`config.mk`:
```
export PLATFORM = sky130hd
export DESIGN_NAME = tray_move_sched
export DESIGN_NICKNAME = d
export VERILOG_FILES = /design/src/rtl/tray_pkg.sv /design/src/rtl/tray_rr_arb.sv /design/src/rtl/tray_move_sched.sv
export SDC_FILE = /design/constraint.sdc
export NUM_CORES = 1
export LEC_CHECK = 0
export CAP_MARGIN = 20
export CORE_MARGIN = 2
export CORE_UTILIZATION = 50
export CTS_CLUSTER_SIZE = 16
export DETAILED_ROUTE_END_ITERATION = 16
export GPL_TIMING_DRIVEN = 0
export PLACE_DENSITY_LB_ADDON = 0.25
export SYNTH_ARGS = -nofsm -noshare
export SYNTH_HDL_FRONTEND = slang
export SYNTH_SLANG_ARGS = --single-unit
```
`constraint.sdc`:
```
create_clock -name clk -period 3.83 [get_ports clk]
set_input_delay 0.5745 -clock clk [delete_from_list [all_inputs] [get_ports clk]]
set_output_delay 0.5745 -clock clk [all_outputs]
set_load 0.01 [all_outputs]
```
`src/rtl/tray_pkg.sv`:
```
// Shared types and constants for the tray move scheduler.
package tray_pkg;

    typedef enum logic [1:0] {
        ST_IDLE,
        ST_ISSUE,
        ST_MONITOR,
        ST_REPORT
    } state_t;

    localparam logic [3:0] CMD_NOP    = 4'h0;
    localparam int         HW_DEFAULT = 32;

endpackage

```
`src/rtl/tray_rr_arb.sv`:
```
// Round-robin pick of the first request at or after i_ptr, wrapping; purely combinational.
// Zero latency; no backpressure of its own, the caller decides whether a grant is taken.
module tray_rr_arb #(
    parameter int NREQ = 4,
    parameter int IW   = $clog2(NREQ)
) (
    input  logic [NREQ-1:0] i_req,
    input  logic [IW-1:0]   i_ptr,
    output logic [NREQ-1:0] o_grant,
    output logic [IW-1:0]   o_idx,
    output logic            o_any
);

    logic [IW:0]   w_sum;
    logic [IW-1:0] w_pos;

    always_comb begin
        o_grant = '0;
        o_idx   = '0;
        o_any   = 1'b0;
        w_sum   = '0;
        w_pos   = '0;
        for (int off = 0; off < NREQ; off++) begin
            w_sum = {1'b0, i_ptr} + (IW+1)'(off);
            if (w_sum >= (IW+1)'(NREQ)) begin
                w_sum = w_sum - (IW+1)'(NREQ);
            end
            w_pos = w_sum[IW-1:0];
            if (!o_any && i_req[w_pos]) begin
                o_any          = 1'b1;
                o_grant[w_pos] = 1'b1;
                o_idx          = w_pos;
            end
        end
    end

endmodule

```
`src/rtl/tray_move_sched.sv`:
```
// Arbitrates tray commands round-robin, pulses icou, waits for tray_height to settle, reports done/err.
// Move latency 1+CMD_PULSE+SETTLE_CYC+1 cycles (query 2); one request in flight, others wait unacknowledged.
module tray_move_sched
    import tray_pkg::*;
#(
    parameter int NREQ        = 4,
    parameter int CMD_PULSE   = 2,
    parameter int SETTLE_CYC  = 16,
    parameter int TIMEOUT_CYC = 4096,
    parameter int HW          = HW_DEFAULT
) (
    input  logic                    clk,
    input  logic                    rst,
    input  logic [NREQ-1:0]         req_valid,
    input  logic [4*NREQ-1:0]       req_cmd,
    output logic [NREQ-1:0]         req_ready,
    output logic [3:0]              icou,
    input  logic [HW-1:0]           tray_height,
    output logic                    busy,
    output logic                    done,
    output logic [$clog2(NREQ)-1:0] done_id,
    output logic [HW-1:0]           done_height,
    output logic                    err
);

    localparam int IW = $clog2(NREQ);
    localparam int PW = $clog2(CMD_PULSE + 1);
    localparam int SW = $clog2(SETTLE_CYC + 1);
    localparam int TW = $clog2(TIMEOUT_CYC + 1);

    state_t        r_state;
    state_t        w_state_nxt;
    logic [IW-1:0] r_ptr;
    logic [IW-1:0] r_id;
    logic [3:0]    r_cmd;
    logic          r_ok;
    logic [PW-1:0] r_pulse;
    logic [SW-1:0] r_stable;
    logic [TW-1:0] r_tmo;
    logic [HW-1:0] r_prev_h;

    logic [NREQ-1:0] w_grant;
    logic [IW-1:0]   w_gidx;
    logic            w_gany;
    logic [3:0]      w_cmd_sel;
    logic [IW-1:0]   w_ptr_nxt;
    logic            w_accept;
    logic            w_pulse_last;
    logic [SW-1:0]   w_stable_nxt;
    logic [TW-1:0]   w_tmo_nxt;
    logic            w_settled;
    logic            w_timed_out;

    tray_rr_arb #(
        .NREQ (NREQ),
        .IW   (IW)
    ) u_arb (
        .i_req   (req_valid),
        .i_ptr   (r_ptr),
        .o_grant (w_grant),
        .o_idx   (w_gidx),
        .o_any   (w_gany)
    );

    assign w_accept     = (r_state == ST_IDLE) && w_gany;
    assign w_cmd_sel    = req_cmd[{w_gidx, 2'b00} +: 4];
    assign w_ptr_nxt    = (w_gidx == IW'(NREQ - 1)) ? '0 : w_gidx + 1'b1;
    assign w_pulse_last = (r_pulse == PW'(CMD_PULSE - 1));

    // Both counters include the current cycle, so a match here exits MONITOR on this edge.
    assign w_stable_nxt = (tray_height != r_prev_h)       ? '0 :
                          (r_stable == SW'(SETTLE_CYC))   ? r_stable :
                                                            r_stable + 1'b1;
    assign w_tmo_nxt    = (r_tmo == TW'(TIMEOUT_CYC)) ? r_tmo : r_tmo + 1'b1;
    assign w_settled    = (w_stable_nxt == SW'(SETTLE_CYC));
    assign w_timed_out  = (w_tmo_nxt == TW'(TIMEOUT_CYC));

    always_comb begin
        w_state_nxt = r_state;
        case (r_state)
            ST_IDLE: begin
                if (w_gany) begin
                    w_state_nxt = (w_cmd_sel == CMD_NOP) ? ST_REPORT : ST_ISSUE;
                end
            end
            ST_ISSUE: begin
                if (w_pulse_last) begin
                    w_state_nxt = ST_MONITOR;
                end
            end
            ST_MONITOR: begin
                if (w_settled || w_timed_out) begin
                    w_state_nxt = ST_REPORT;
                end
            end
            ST_REPORT: w_state_nxt = ST_IDLE;
            default:   w_state_nxt = ST_IDLE;
        endcase
    end

    always_ff @(posedge clk or posedge rst) begin
        if (rst) begin
            r_state  <= ST_IDLE;
            r_ptr    <= '0;
            r_id     <= '0;
            r_cmd    <= CMD_NOP;
            r_ok     <= 1'b0;
            r_pulse  <= '0;
            r_stable <= '0;
            r_tmo    <= '0;
            r_prev_h <= '0;
        end else begin
            r_state  <= w_state_nxt;
            r_prev_h <= tray_height;
            case (r_state)
                ST_IDLE: begin
                    if (w_accept) begin
                        r_cmd   <= w_cmd_sel;
                        r_id    <= w_gidx;
                        r_ptr   <= w_ptr_nxt;
                        r_ok    <= 1'b1;
                        r_pulse <= '0;
                        r_tmo   <= '0;
                    end
                end
                ST_ISSUE: begin
                    r_pulse  <= r_pulse + 1'b1;
                    r_tmo    <= w_tmo_nxt;
                    r_stable <= '0;
                end
                ST_MONITOR: begin
                    r_tmo    <= w_tmo_nxt;
                    r_stable <= w_stable_nxt;
                    // Settling on the same cycle as the timeout still counts as success.
                    if (w_settled || w_timed_out) begin
                        r_ok <= w_settled;
                    end
                end
                default: begin
                end
            endcase
        end
    end

    // Outputs decode the async-reset state so a reset clears them without a clock edge.
    assign req_ready   = ((r_state == ST_IDLE) && !rst) ? w_grant : '0;
    assign icou        = (r_state == ST_ISSUE) ? r_cmd : CMD_NOP;
    assign busy        = (r_state != ST_IDLE);
    assign done        = (r_state == ST_REPORT) && r_ok;
    assign err         = (r_state == ST_REPORT) && !r_ok;
    assign done_id     = r_id;
    assign done_height = (r_state == ST_REPORT) ? tray_height : '0;

endmodule

```
# Yosys cells after proc, flatten, opt, wreduce, memory -nomap -nowiden
# Index checks and enable logic that the tools add are counted.
[word_totals]
register_bits = 63
output_inout_bits = 45
word_cells = 132
[op_classes]
add_sub_neg = 11
order_cmp = 12
n_eq_ne = 14
shift = 1
mux = 52
bitwise = 3
reduce_logical = 30
[op_table]
columns = ["op", "n"]
rows = [
  ["2-to-1 mux 32 bit", 1],
  ["!= test 32 bit", 1],
  ["2-to-1 mux 2 bit", 14],
  ["equality test 13 bit (second input constant)", 2],
  ["2-to-1 mux 13 bit", 2],
  ["one-hot mux 13 bit (2 select lines)", 1],
  ["2-to-1 mux 4 bit", 6],
  ["indexed part select 16 x 5 -> 4 bit", 1],
  ["2-to-1 mux 1 bit", 14],
  ["adder 13 x 1 -> 13 bit (second input constant)", 1],
  ["less-than comparator 2 x 3 -> 1 bit (second input constant)", 4],
  ["bitwise OR 4 bit", 3],
  ["logical AND 1 bit", 11],
  ["equality test 5 bit (second input constant)", 2],
  ["2-to-1 mux 5 bit", 2],
  ["one-hot mux 5 bit (2 select lines)", 1],
  ["nonzero test 2 bit", 5],
  [">= comparator 3 bit (second input constant)", 3],
  ["binary-select mux 1 bit (select 2 bit)", 4],
  ["demux 1 bit (select 2 bit)", 4],
  [">= comparator 2 x 1 -> 1 bit (second input constant)", 4],
  ["!= test 2 bit (second input constant)", 4],
  ["one-hot mux 2 bit (4 select lines)", 1],
  ["subtractor 2 x 1 -> 2 bit (second input constant)", 4],
  ["other kinds (16)", 28],
]

# Depth between registers and ports, before layout
# Gate-level depths: netlist (run 1).
[depth]
word_depth = 19
mapped_depth = 13
depth_no_buf = 9

# Modules after synthesis
# From an unflattened synthesis (run 1), not the netlist that was laid out.
[unflattened]
hier_cells = 384
hier_area_um2 = 3902.5
[by_module_without_submodules]
columns = ["module", "n_inst", "cells_each", "area_per_inst_um2"]
rows = [
  ["tray_move_sched", 1, 339, 3480.8],
  ["tray_rr_arb", 1, 45, 421.7],
]

# Worst setup path before layout (run 1)
# Ideal clock, no wire load.
[synth_path]
path_type = "input to output"
start = "in rst"
end = "out req_ready[0]"
arrival_ns = 2.442
required_ns = 3.256
setup_slack_ns = 0.813
stages = 3
path_buffers = 0
cell_sequence = "inv_1 nand2_1 nor2_1"
[synth_between]
elab_chain_len = 3
[synth_rtl]
columns = ["element", "line_no", "source"]
rows = [
  ["start: declaration", "tray_move_sched.sv:13", "input logic rst,"],
  ["zero test 1 bit", "tray_move_sched.sv:146", "assign req_ready = ((r_state == ST_IDLE) && !rst) ? w_grant : '0;"],
  ["logical AND 1 bit", "tray_move_sched.sv:146", ""],
  ["2-to-1 mux 4 bit", "tray_move_sched.sv:146", ""],
  ["end: declaration", "tray_move_sched.sv:16", "output logic [NREQ-1:0] req_ready,"],
]
# Every way passes these cells.

# Worst setup path after layout (run 1)
[layout_path]
start = "in req_valid[0]"
end = "out req_ready[0]"
[layout_between]
elab_chain_len = 13
elab_cells_between_ends = 25
cone_classes = "mux: 16; bitwise: 3; reduce/logical: 6"
[layout_rtl]
columns = ["element", "line_no", "source"]
rows = [
  ["start: declaration", "tray_move_sched.sv:14", "input logic [NREQ-1:0] req_valid,"],
  ["binary-select mux 1 bit (select 2 bit)", "tray_rr_arb.sv:29", "if (!o_any && i_req[w_pos]) begin"],
  ["2-to-1 mux 1 bit (not written as such)", "tray_rr_arb.sv:29", ""],
  ["2-to-1 mux 1 bit", "tray_rr_arb.sv:29", ""],
  ["zero test 1 bit", "tray_rr_arb.sv:29", ""],
  ["logical AND 1 bit", "tray_rr_arb.sv:29", ""],
  ["2-to-1 mux 1 bit", "tray_rr_arb.sv:29", ""],
  ["zero test 1 bit", "tray_rr_arb.sv:29", ""],
  ["logical AND 1 bit", "tray_rr_arb.sv:29", ""],
  ["2-to-1 mux 1 bit", "tray_rr_arb.sv:29", ""],
  ["zero test 1 bit", "tray_rr_arb.sv:29", ""],
  ["logical AND 1 bit", "tray_rr_arb.sv:29", ""],
  ["2-to-1 mux 4 bit (*)", "tray_rr_arb.sv:29", ""],
  ["2-to-1 mux 4 bit (*)", "tray_move_sched.sv:146", ""],
]
# Every way passes the cells marked *; elsewhere a longest branch is shown, timed or not. The select of a mux whose other input is x is not followed.

==> impl_results.md, run 1 <==
- Final slew viol count: 0
- #FFs+latches synth: 63
- Area leader, netlist: dfrtp_1
- Seq/Total Area, Yosys: 0.401
- WHS: 0.477 ns
- Post-route cell area: 0.00528 mm²
- Reg power frac: 0.257
- Vias: 3,495
- Placed inst area: 0.00506 mm²
- Mapped Nets: 479
- Int Power: 1920 µW
- Register area: 0.00158 mm²
- Core area: 0.00769 mm²
- Post-route core utilization: 0.687
- Crit path DAT: 3.14 ns
- Post-synthesis area per instance: 9.64 µm²
- CTS clk-pin slew, worst paths: 0.07 ns
- # IOs: 99
- Total GRT Usage: 0.233
- Run status: finished, final reports clean
- Clk_lat worst skew: 0.34 ns
- Post-synth ARST share: 1.00
- Max-slew headroom: 0.516
- Vias in the first global route: 3,477
- Static Leak: 0.00214 µW
- Switching part of the total: 0.423
- Die Wd: 92.7 µm
- Starting Density: 0.511
- Hold Crit Class: reg -> reg
- Final WL: 9.55 mm
- Max Buffers Root-to-Sink: 2
- Area of the multi-input gates: 0.00220 mm²
- Root buf cell: clkbuf_8
- Period Utilization, post-route: 0.971
- Pwr/cell area: 629 mW/mm²
- Initial antenna violation count: 0
- # H-tree levels: 3
- Gate power share: 0.592
- CTS sink count: 63
- Final #Nets: 592
- Critical path required time: 3.26 ns
- Die Ht: 92.7 µm
- Startpoint types: primary input
- Row count: 32
- Clk network pwr share: 0.152
- Share of cells above drive strength 1: 0.0817
- Port buffer count: 98
- First-pass GRT wire length: 16.2 mm
- Die footprint: 0.00859 mm²
- Post-DP HPWL: 7.23 mm
- Fmax: 269 MHz
- Worst setup path category: in -> out
- Cells after synthesis: 408
- Placed Cells: 609
- Crit-path max FO: 10
- Synth Cell Area: 0.00393 mm²
- Routed Antenna Nets: 0
- DR DRC count: 0
- Vias per cell: 5.57
- Setup violators final: 0
- Synthesis Warnings: 0
- Worst setup EP type: output port
- Final Hold Viols: 0
- Total CTS buffers: 9
- Post-DR wirelength/cell: 15.2 µm
- Max VDD drop: 0.000447 V
- Largest net degree at the start of global routing: 37
- TNS Setup: 0 ns
- Layout filler cell count: 591
- Layout area overhead: 34.4%
- Iteration-0 DRC Markers: 150
- Area share of the largest cell type after synthesis: 0.401
- Worst Clk Skew: 0.0108 ns
- Slew at the pin closest to its max-slew limit: 0.719 ns
- Gpl congestion: 0.906
- Post-synth cell types: 54
- Most frequent cells in the layout: clkdlybuf4s50_1, dfrtp_1, o21ai_0
- Ant. Diodes: 0
- Final cell count without fillers: 628
- Max-cap violation count: 0
- Net Sw Power: 1410 µW
- Post-synth EDFFs: 0
- Synth top area cells: dfrtp_1, xnor2_1, and2_1, ha_1, o21ai_0
- CTS tree: done
- Min cycle time layout: 3.72 ns
- Gr ovfl total: 0
- Main synth FF type: dfrtp_1
- 1st-pass router iterations: 5
- Commonest non-fill, non-tap cell in the layout: clkdlybuf4s50_1
## through the flow
stage	total power (µW)	setup WS [ns]
after floorplan	2130	0.813
after global placement	2690	-0.677
after detailed placement	2760	-0.0388
after CTS	3280	0.0359
after global routing	3590	-0.0232
final	3330	0.112
## path summary, 6_finish.rpt
| path | endpoint | start | slack, ns | depth (start not counted) |
|---|---|---|---|---|
| worst max-delay path | req_ready[0] | req_valid[0] | 0.11 | 9 |
| worst max register to register | r_tmo[6]$_DFFE_PP0P_ | r_ptr[0]$_DFFE_PP0P_ | 0.58 | 11 |
| min in group asynchronous | r_tmo[2]$_DFFE_PP0P_ | rst | 0.63 | 2 |
| worst min-delay path | r_cmd[2]$_DFFE_PP0P_ | r_cmd[2]$_DFFE_PP0P_ | 0.48 | 2 |
| max in group asynchronous | r_ptr[1]$_DFFE_PP0P_ | rst | 2.58 | 3 |
| worst min register to register | r_cmd[2]$_DFFE_PP0P_ | r_cmd[2]$_DFFE_PP0P_ | 0.48 | 2 |
## repair_timing
item / CTS / global route
gates resized for setup: 3 / 4
setup endpoints to repair: 4 / 4
buffers inserted: 1 / 2
pin swaps: 0 / 0
cloned: 0 / 0
hold buffers: 0 / 0
## flip-flops by register name (all words and copies together), names as in the netlist
signal and count:
done_id 2, r_cmd 4, r_ok 1, r_prev_h 32
r_ptr 2, r_pulse 2, r_stable 5, r_state 2
r_tmo 13
## power by group through the flow
stage	logic (µW)	registers (µW)	clock network, µW
finish	1970	853	504
global route	2180	867	547
CTS	1910	857	513
detailed placement	1880	878	0
global placement	1820	872	0
floorplan	1270	857	0
## logic make-up after synthesis
logic type | share of synthesized area
XOR/XNOR | 0.0847
flip-flops | 0.401
AND/OR/NAND/NOR | 0.193
multiplexers | 0.0605
adder cells (fa/ha/maj) | 0.0541
buffers and inverters | 0.0452
AO/OA/AOI/OAI | 0.161
## Yosys cell counts, types with 6 or more instances
| cell type | n |
|---|---|
| a22oi_1 | 6 |
| and2_1 | 37 |
| and3_1 | 7 |
| clkbuf_1 | 14 |
| dfrtp_1 | 63 |
| ha_1 | 17 |
| inv_1 | 23 |
| mux2i_1 | 8 |
| nand2_1 | 21 |
| nand3_1 | 12 |
| nand4_1 | 13 |
| nor2_1 | 22 |
| nor3_1 | 6 |
| o21ai_0 | 38 |
| o221ai_1 | 6 |
| xnor2_1 | 37 |
## layer usage
metal,vias to the layer above,share of wire,track usage
li1,1698,-,-
met1,1693,0.43,0.304
met2,97,0.50,0.396
met3,7,0.058,0.0627
met4,0,0.0071,0.0441
met5,-,0,0
## worst max-delay path, cell delays in order
cell and delay (ns):
clkdlybuf4s50_1 0.47, mux4_1 0.51, buf_2 0.20, nor2b_1 0.40, a22oi_1 0.14, nor2_1 0.14, a221oi_1 0.06, nor2_1 0.11
clkdlybuf4s50_1 0.55
## final cells by class
| class | instances | area share |
|---|---|---|
| Clock inverter | 7 | 0.00947 |
| Inverter | 23 | 0.0163 |
| Sequential cell | 63 | 0.299 |
| Tap cell | 102 | 0.0242 |
| Clock buffer | 9 | 0.0234 |
| Timing Repair Buffer | 102 | 0.195 |
| Buffer | 18 | 0.0173 |
| Multi-Input combinational cell | 304 | 0.416 |
(Power assumes the default switching activity.)
==> run 2, diff against run 1 <==
--- a/config.mk
+++ b/config.mk
@@ -12,6 +12,7 @@
 export DETAILED_ROUTE_END_ITERATION = 16
 export GPL_TIMING_DRIVEN = 0
 export PLACE_DENSITY_LB_ADDON = 0.25
+export SLEW_MARGIN = 20
 export SYNTH_ARGS = -nofsm -noshare
 export SYNTH_HDL_FRONTEND = slang
 export SYNTH_SLANG_ARGS = --single-unit
==> run 2 against run 1 <==
Effect of this change:
- global-route usage up 0.24 points
- sequential share of layout area down 0.12 points
- sequential cell count unchanged
- via count up 0.23%
- cell area up 0.40%
- critical path depth unchanged
- first-iteration DRC count down 18%
- total power up 0.77%
- highest routed layer unchanged
==> impl_results.md, run 2 (synthesized netlist as in run 1, its figures left out) <==
- Total GRT Usage: 0.236
- Total CTS buffers: 9
- Reg2Reg Depth: 11
- Run status: finished, final reports clean
- Max VDD drop: 0.000483 V
- Pre-CTS setup slack: -0.0377 ns
- Post-DP HPWL: 7.25 mm
- Layout filler cell count: 604
- Initial antenna violation count: 0
- Slew at the pin closest to its max-slew limit: 0.762 ns
- Clk_lat worst skew: 0.35 ns
- Vias in the first global route: 3,499
- Gr ovfl total: 0
- Row count: 32
- Die footprint: 0.00859 mm²
- Commonest non-fill, non-tap cell in the layout: clkdlybuf4s50_1
- Worst Clk Skew: 0.0132 ns
- Final cell count without fillers: 629
- Reg with most FFs: r_prev_h
- Starting Density: 0.511
- Crit path DAT: 3.20 ns
- CTS tree: done
- Gpl congestion: 0.906
- Max Buffers Root-to-Sink: 2
- Final slew viol count: 0
- Vias per cell: 5.57
- Post-route cell area: 0.00531 mm²
- Share of cells above drive strength 1: 0.0835
- Crit-path max FO: 10
- Final WL: 9.85 mm
- DR DRC count: 0
- CTS clk-pin slew, worst paths: 0.07 ns
- Final #Nets: 593
- # IOs: 99
- Core area: 0.00769 mm²
- RR Startpoint: r_ptr[0]$_DFFE_PP0P_
- Hold Path Depth: 2
- Worst R2R End: r_tmo[7]$_DFFE_PP0P_
- Placed inst area: 0.00507 mm²
- Hold Crit Class: reg -> reg
- Most frequent cells in the layout: clkdlybuf4s50_1, dfrtp_1, o21ai_0
- Die Ht: 92.7 µm
- CTS sink count: 63
- Placed Cells: 609
- Fmax: 265 MHz
- Final Hold Viols: 0
- Largest regs: r_prev_h x32, r_tmo x13, r_stable x5
- Root buf cell: clkbuf_8
- Setup violators final: 0
- Startpoint types: primary input
- Period Utilization, post-route: 0.984
- Min cycle time layout: 3.77 ns
- Overall power: 3350 µW
- Worst setup EP type: output port
- Ant. Diodes: 0
- Pwr/cell area: 632 mW/mm²
- Port buffer count: 98
- Iteration-0 DRC Markers: 123
- Die Wd: 92.7 µm
- 1st-pass router iterations: 4
- Hold Path Sink: r_cmd[2]$_DFFE_PP0P_
- Vias: 3,503
- Worst setup path category: in -> out
- Static Leak: 0.00218 µW
- Critical path required time: 3.26 ns
- Largest net degree at the start of global routing: 51
- # H-tree levels: 3
- Layout area overhead: 34.9%
- Post-DR wirelength/cell: 15.7 µm
- Post-route core utilization: 0.690
- Max-cap violation count: 0
- Worst hold start: r_cmd[2]$_DFFE_PP0P_
- Max-slew headroom: 0.487
- Routed Antenna Nets: 0
- Hold_buf cts: 0
- First-pass GRT wire length: 16.2 mm
- Post-route setup slack: 0.0605 ns
- Flop-to-flop setup slack: 0.56 ns
- Max reg flops: 32
## run 2: worst max path at each step
stage | slack (ns) | depth (start not counted) | to | from
floorplan | 0.81 | 3 | req_ready[0] | rst
global placement | -0.68 | 5 | req_ready[0] | rst
detailed placement | -0.04 | 9 | req_ready[1] | req_valid[3]
CTS | 0.03 | 10 | req_ready[1] | r_ptr[1]$_DFFE_PP0P_
global route | -0.02 | 9 | req_ready[0] | req_valid[0]
finish | 0.06 | 9 | req_ready[0] | req_valid[0]
## run 2: critical path, stage by stage
cell	delay, ns
clkdlybuf4s50_1	0.47
mux4_1	0.51
buf_2	0.20
nor2b_1	0.40
a22oi_1	0.16
nor2_1	0.14
a221oi_1	0.06
nor2_1	0.12
clkdlybuf4s50_1	0.55
## run 2: area by class of cell
| class | instances | area [µm²] | share of cell area |
|---|---|---|---|
| clock buffers | 9 | 124 | 0.0233 |
| plain buffers | 18 | 91.3 | 0.0172 |
| multi-input cells | 304 | 2200 | 0.414 |
| clock inverters | 7 | 48.8 | 0.00920 |
| inverters | 23 | 88.8 | 0.0167 |
| flip-flops and latches | 63 | 1580 | 0.298 |
| well taps | 102 | 128 | 0.0241 |
| repair buffers | 103 | 1050 | 0.198 |
## run 2: timing repair
action,CTS,global route
buffers inserted,1,3
resized for setup,3,6
setup endpoints to repair,4,4
## run 2: stage by stage
stage / setup TNS, ns / hold WS (ns)
finish: 0 / 0.477
CTS: 0 / 0.479
global placement: -2.69 / 0.455
floorplan: 0 / 0.442
detailed placement: -0.129 / 0.463
global route: -0.0158 / 0.512
## run 2: layer usage
layer / part of all wire / global-route usage / up-vias / routed length [µm]
li1: - / - / 1700 / -
met1: 0.44 / 0.294 / 1700 / 4380
met2: 0.50 / 0.409 / 94 / 4890
met3: 0.050 / 0.0578 / 9 / 496
met4: 0.0087 / 0.0662 / 0 / 86
met5: 0 / 0 / - / 0
## run 2: where the power goes
group	internal [µW]	switching, µW	leakage, µW	total, µW
logic	915	1070	0.00133	1980
registers	775	81.3	0.000774	857
clock network	234	277	0.0000776	511
total	1920	1430	0.00218	3350
